## src/rtl/fxp_alu_pipe.sv

```systemverilog
// Two-stage fixed-point ALU: S1 registers operands, S2 registers the result.
// MAC accumulates across consecutive MAC ops; any other op ends the sequence.
module fxp_alu_pipe #(
  parameter int DATA_W = 32'sd12,
  parameter int FRAC_W = 32'sd5,
  parameter int ACC_W  = 32'sd24,
  parameter bit SAT_EN = 1'b1
) (
  input  logic                     i_clk,
  input  logic                     i_rst_n,
  input  logic                     i_valid,
  output logic                     o_ready,
  input  logic signed [DATA_W-1:0] i_data_a,
  input  logic signed [DATA_W-1:0] i_data_b,
  input  logic [2:0]               i_inst,
  output logic                     o_valid,
  input  logic                     i_ready,
  output logic signed [DATA_W-1:0] o_data,
  output logic                     o_overflow
);

  typedef enum logic [2:0] {
    OP_ADD    = 3'd0,
    OP_SUB    = 3'd1,
    OP_MUL    = 3'd2,
    OP_MAC    = 3'd3,
    OP_XNOR   = 3'd4,
    OP_RELU   = 3'd5,
    OP_MEAN   = 3'd6,
    OP_ABSMAX = 3'd7
  } op_e;

  localparam logic signed [ACC_W-1:0]    MAX_C = ACC_W'({1'b0, {(DATA_W-1){1'b1}}});
  localparam logic signed [ACC_W-1:0]    MIN_C = ~MAX_C;
  localparam logic signed [2*DATA_W-1:0] RND_C = (2*DATA_W)'(1'b1) << (FRAC_W-1);

  // Returns {out_of_range, result}; saturates by sign or keeps the low bits.
  function automatic logic [DATA_W:0] range_fit(input logic signed [ACC_W-1:0] v);
    logic              ovf;
    logic [DATA_W-1:0] d;
    ovf = (v > MAX_C) || (v < MIN_C);
    if (ovf && SAT_EN) begin
      d = v[ACC_W-1] ? MIN_C[DATA_W-1:0] : MAX_C[DATA_W-1:0];
    end else begin
      d = v[DATA_W-1:0];
    end
    return {ovf, d};
  endfunction

  logic                     s1_valid_r, s2_valid_r, o_ovf_r, sticky_r;
  logic signed [DATA_W-1:0] s1_a_r, s1_b_r, o_data_r;
  op_e                      s1_op_r;
  logic signed [ACC_W-1:0]  acc_r;

  logic                       s2_adv_s, s1_xfer_s, accept_s, chk_s, res_ovf_s;
  logic signed [ACC_W-1:0]    a_x_s, b_x_s, sum_s, dif_s, abs_a_s, abs_b_s, mean_s, acc_next_s, wide_s;
  logic signed [2*DATA_W-1:0] prod_s, rnd_s;
  logic signed [DATA_W-1:0]   raw_s, res_data_s;
  logic [DATA_W:0]            fit_s;

  assign o_ready    = !s1_valid_r || !s2_valid_r || i_ready;
  assign o_valid    = s2_valid_r;
  assign o_data     = o_data_r;
  assign o_overflow = o_ovf_r;

  // Handshake decode and S1 datapath for the result presented to S2.
  always_comb begin
    s2_adv_s   = !s2_valid_r || i_ready;
    s1_xfer_s  = s1_valid_r && s2_adv_s;
    accept_s   = i_valid && o_ready;
    a_x_s      = ACC_W'(s1_a_r);
    b_x_s      = ACC_W'(s1_b_r);
    sum_s      = a_x_s + b_x_s;
    dif_s      = a_x_s - b_x_s;
    mean_s     = sum_s >>> 1'b1;
    abs_a_s    = a_x_s[ACC_W-1] ? -a_x_s : a_x_s;
    abs_b_s    = b_x_s[ACC_W-1] ? -b_x_s : b_x_s;
    prod_s     = (2*DATA_W)'(s1_a_r) * (2*DATA_W)'(s1_b_r);
    rnd_s      = (prod_s + RND_C) >>> FRAC_W;
    acc_next_s = acc_r + ACC_W'(rnd_s);
    wide_s     = {ACC_W{1'b0}};
    raw_s      = {DATA_W{1'b0}};
    chk_s      = 1'b1;
    case (s1_op_r)
      OP_ADD:    wide_s = sum_s;
      OP_SUB:    wide_s = dif_s;
      OP_MUL:    wide_s = ACC_W'(rnd_s);
      OP_MAC:    wide_s = acc_next_s;
      OP_ABSMAX: wide_s = (abs_a_s > abs_b_s) ? abs_a_s : abs_b_s;
      OP_XNOR: begin
        chk_s = 1'b0;
        raw_s = ~(s1_a_r ^ s1_b_r);
      end
      OP_RELU: begin
        chk_s = 1'b0;
        raw_s = s1_a_r[DATA_W-1] ? {DATA_W{1'b0}} : s1_a_r;
      end
      OP_MEAN: begin
        chk_s = 1'b0;
        raw_s = mean_s[DATA_W-1:0];
      end
      default: begin
        chk_s = 1'b0;
        raw_s = {DATA_W{1'b0}};
      end
    endcase
    fit_s = range_fit(wide_s);
    if (chk_s) begin
      res_data_s = fit_s[DATA_W-1:0];
      res_ovf_s  = fit_s[DATA_W] || ((s1_op_r == OP_MAC) && sticky_r);
    end else begin
      res_data_s = raw_s;
      res_ovf_s  = 1'b0;
    end
  end

  // S1 operand register.
  always_ff @(posedge i_clk or negedge i_rst_n) begin
    if (!i_rst_n) begin
      s1_valid_r <= 1'b0;
      s1_a_r     <= {DATA_W{1'b0}};
      s1_b_r     <= {DATA_W{1'b0}};
      s1_op_r    <= OP_ADD;
    end else if (accept_s) begin
      s1_valid_r <= 1'b1;
      s1_a_r     <= i_data_a;
      s1_b_r     <= i_data_b;
      s1_op_r    <= op_e'(i_inst);
    end else if (s1_xfer_s) begin
      s1_valid_r <= 1'b0;
    end
  end

  // S2 result register; holds while the consumer stalls.
  always_ff @(posedge i_clk or negedge i_rst_n) begin
    if (!i_rst_n) begin
      s2_valid_r <= 1'b0;
      o_data_r   <= {DATA_W{1'b0}};
      o_ovf_r    <= 1'b0;
    end else if (s2_adv_s) begin
      s2_valid_r <= s1_valid_r;
      if (s1_valid_r) begin
        o_data_r <= res_data_s;
        o_ovf_r  <= res_ovf_s;
      end
    end
  end

  // MAC accumulator and sticky flag advance only when an op moves into S2.
  always_ff @(posedge i_clk or negedge i_rst_n) begin
    if (!i_rst_n) begin
      acc_r    <= {ACC_W{1'b0}};
      sticky_r <= 1'b0;
    end else if (s1_xfer_s) begin
      if (s1_op_r == OP_MAC) begin
        acc_r    <= acc_next_s;
        sticky_r <= sticky_r || fit_s[DATA_W];
      end else begin
        acc_r    <= {ACC_W{1'b0}};
        sticky_r <= 1'b0;
      end
    end
  end

endmodule

```

## config.mk

```make
export PLATFORM = sky130hd
export DESIGN_NAME = fxp_alu_pipe
export DESIGN_NICKNAME = d
export VERILOG_FILES = /design/src/rtl/fxp_alu_pipe.sv
export SDC_FILE = /design/constraint.sdc
export NUM_CORES = 1
export LEC_CHECK = 0
export BUFFER_PORTS_ARGS = -buffer_cell sky130_fd_sc_hd__buf_2
export CORE_MARGIN = 2
export CORE_UTILIZATION = 62
export CTS_CLUSTER_DIAMETER = 30
export DETAILED_ROUTE_END_ITERATION = 12
export PLACE_DENSITY = 0.81
export RECOVER_POWER = 25
export SLEW_MARGIN = 40
export SYNTH_ARGS = -nofsm -noshare
export SYNTH_HDL_FRONTEND = slang
export SYNTH_SLANG_ARGS = --single-unit
```

## constraint.sdc

```tcl
create_clock -name i_clk -period 8.9 [get_ports i_clk]
set_clock_uncertainty 0.05 [all_clocks]
set_input_delay 1.78 -clock i_clk [delete_from_list [all_inputs] [get_ports i_clk]]
set_output_delay 1.78 -clock i_clk [all_outputs]
set_load 0.03 [all_outputs]
```

==> results.toml <==
[synthesis]
synth_warnings = 0
synth_edf_count = 0
yosys.area_share.simple = 0.175
synth_top_family_by_area = "adder cells"
synth_top_cell_by_area = "fa_1"
netlist_instances = 1580
ys_ff_latch = 67
synthTopCellsByArea = "fa_1 22%, dfrtp_1 13%, ha_1 12%"
ys_async_sr_fraction = 1.00
synth_xor_area_frac = 0.0441
synth_cell_type_count = 93
synth_compound_area_frac = 0.195
synthFlopType = "dfrtp_1"
avgSynthCellArea_um2 = 8.17
netlist_area_um2 = 12900
synthMuxAreaShare = 0.0337
synth_commonest_cells = "212 x inv_1, 211 x nand2_1, 141 x fa_1, 120 x ha_1, 106 x nor2_1"
synth.most_common_cell = "inv_1"
synthAdderAreaFrac = 0.335
synth_top_area_frac = 0.219
ys_seq_area_frac = 0.130

[global_routing]
grt_pass1_wl_um = 61900
grt_max_degree = 68
antenna_found_initial = 1
overflow = 0
grt_pass1_vias = 11800
grt_usage = 0.360

[cts]
path_clk_slew_ps = 60
clk_path_buf_depth = 2
cts_buffers = 9
worstSkewPairLatency_ps = 350
cts.sinks = 67
root_buffer = "clkbuf_16"
cts_tree = "done"
htreeDepth = 3

[place]
dp_hpwl_um = 30200
postPlaceCellArea_um2 = 13600
post-place-ws_ps = 196
gp_congestion = 0.968
port_buffers = 45

[floorplanning]
dieArea_um2 = 22000
fp.coreArea_um2 = 20300
die_w_um = 148
ios = 46
start_util = 0.636
num_rows = 52
die_y_um = 148

[timing]
maxSlewViolCount = 68
setup_viol_count_final = 0
fin_crit_sh = 0.966
tns_ps = 0
setup_ws_ps = 303
holdWs_ps = 432
relSlewSlack = -1.60
finalHoldViolCount = 0
fin_crit_ps = 8600
worst_pin_slew_ps = 3900
max_freq_mhz = 116

[route]
num_vias = 12000
via_per_inst = 6.30
antenna_left = 0
wl_um = 38900
drtIter0Drc = 1388
drc = 0
wire_per_inst_um = 20.4
drtPass1Iterations = 5

[setup_path]
crit_fanout = 7
start_kind = "flop"
critPathLaunch = "s1_b_r[11]"
cp_top_family = "adder cells"
end_kind = "flop"
crit_top_cell = "fa_1"
crit_required_ps = 9070
cp_slowest_cell = "fa_1"
path_class = "flop to flop"
reg2reg_from = "s1_b_r[11]"
crit_buf_inv = 5
arrival_ps = 8760
cpPeakStageDelay_ps = 550

[flow_run]
maxCapViolCount = 1

[hold_path]
holdCritPathClass = "flop to flop"
hp-start = "acc_r[0]"

[finish]
fillers = 1707
final_area_um2 = 14000
multi_input_area_um2 = 10300
drive_gt1_frac = 0.120
nets = 1922
ff_latch_area_um2 = 1690
area.growth.synth_to_final_pct = 8.77

[status]
violations = "capacitance limit, slew limit"
status = "finished, violations left"
[metrics by stage]
| stage | util | instances |
|---|---|---|
| finish | 0.691 | 1906 |
| global route | 0.691 | 1905 |
| CTS | 0.684 | 1900 |
| detailed placement | 0.669 | 1884 |
| global placement | 0.669 | 1883 |
| floorplan | - | 1602 |
[final cells by class]
type / count / share of cell area
Multi-Input combinational cell: 1240 / 0.733
Sequential cell: 67 / 0.120
Inverter: 216 / 0.0580
Timing Repair Buffer: 96 / 0.0433
Tap cell: 270 / 0.0241
Clock buffer: 9 / 0.0160
Clock inverter: 7 / 0.00544
Antenna cell: 1 / 0.000178
[routing by layer]
| layer | track usage | vias up | routed length, um |
|---|---|---|---|
| met4 | 0.152 | 0 | 1800 |
| met5 | 0 | - | 0 |
| met2 | 0.566 | 709 | 17500 |
| li1 | - | 5414 | - |
| met1 | 0.488 | 5737 | 15600 |
| met3 | 0.0736 | 140 | 3940 |
[registers in the layout (all words and copies together), names as in the netlist]
signal / cells
s1_op_r: 3
acc_r: 24
s1_a_r: 12
o_data: 12
sticky_r: 1
s1_valid_r: 1
s1_b_r: 12
o_overflow: 1
o_valid: 1
[worst paths after layout]
path / cells past startpoint / endpoint / slack (ps)
setup / recovery: 29 / o_data[1] / 300
setup reg to reg: 29 / o_data[1] / 300
min in group asynchronous: 2 / acc_r[3] / 2830
hold reg to reg: 2 / acc_r[0] / 430
hold / removal: 2 / acc_r[0] / 430
max in group asynchronous: 2 / s1_b_r[4] / 3460
[cell families (layout without fill, tap and decap cells)]
logic type / count (synthesis) / after routing
AO/OA/AOI/OAI: 367 / 367
XOR/XNOR: 65 / 65
adder cells (fa/ha/maj): 261 / 261
buffers and inverters: 295 / 328
flip-flops: 67 / 67
multiplexers: 40 / 40
other: 2 / 25
AND/OR/NAND/NOR: 483 / 483
[layout by cell type (no fill, tap or decap), types with 11 or more instances in the layout]
cell type and n:
inv_1 211, nand2_1 210, fa_1 141, ha_1 118
nor2_1 103, a21oi_1 96, o21ai_0 70, dfrtp_1 59
xnor2_1 52, buf_4 49, buf_2 45, and2_1 34
mux2_2 28, conb_1 24, nand3_1 23, a21o_1 22
nand2b_1 21, o211ai_1 21, o21a_1 19, nor3_1 17
nand4_1 17, a211oi_1 15, xor2_1 13, o21ai_1 12
mux2i_1 11
[what timing repair did]
action	CTS	global route
resized for setup	0	27
setup buffers	0	5
endpoints found under the setup margin	0	13
hold buffers	0	0
hold endpoints to repair	0	0
[worst register-to-register path: cells and delay by family (launching register included)]
kind                     cells  cell delay [ps]
buffers and inverters        5              680
AND/OR/NAND/NOR              7             1710
XOR/XNOR                     1              250
flip-flops                   1              410
adder cells (fa/ha/maj)      7             3390
AO/OA/AOI/OAI                9             2000
Power is not shown: default switching activity piles up to over one toggle a cycle in this logic, so the estimate is an artifact.
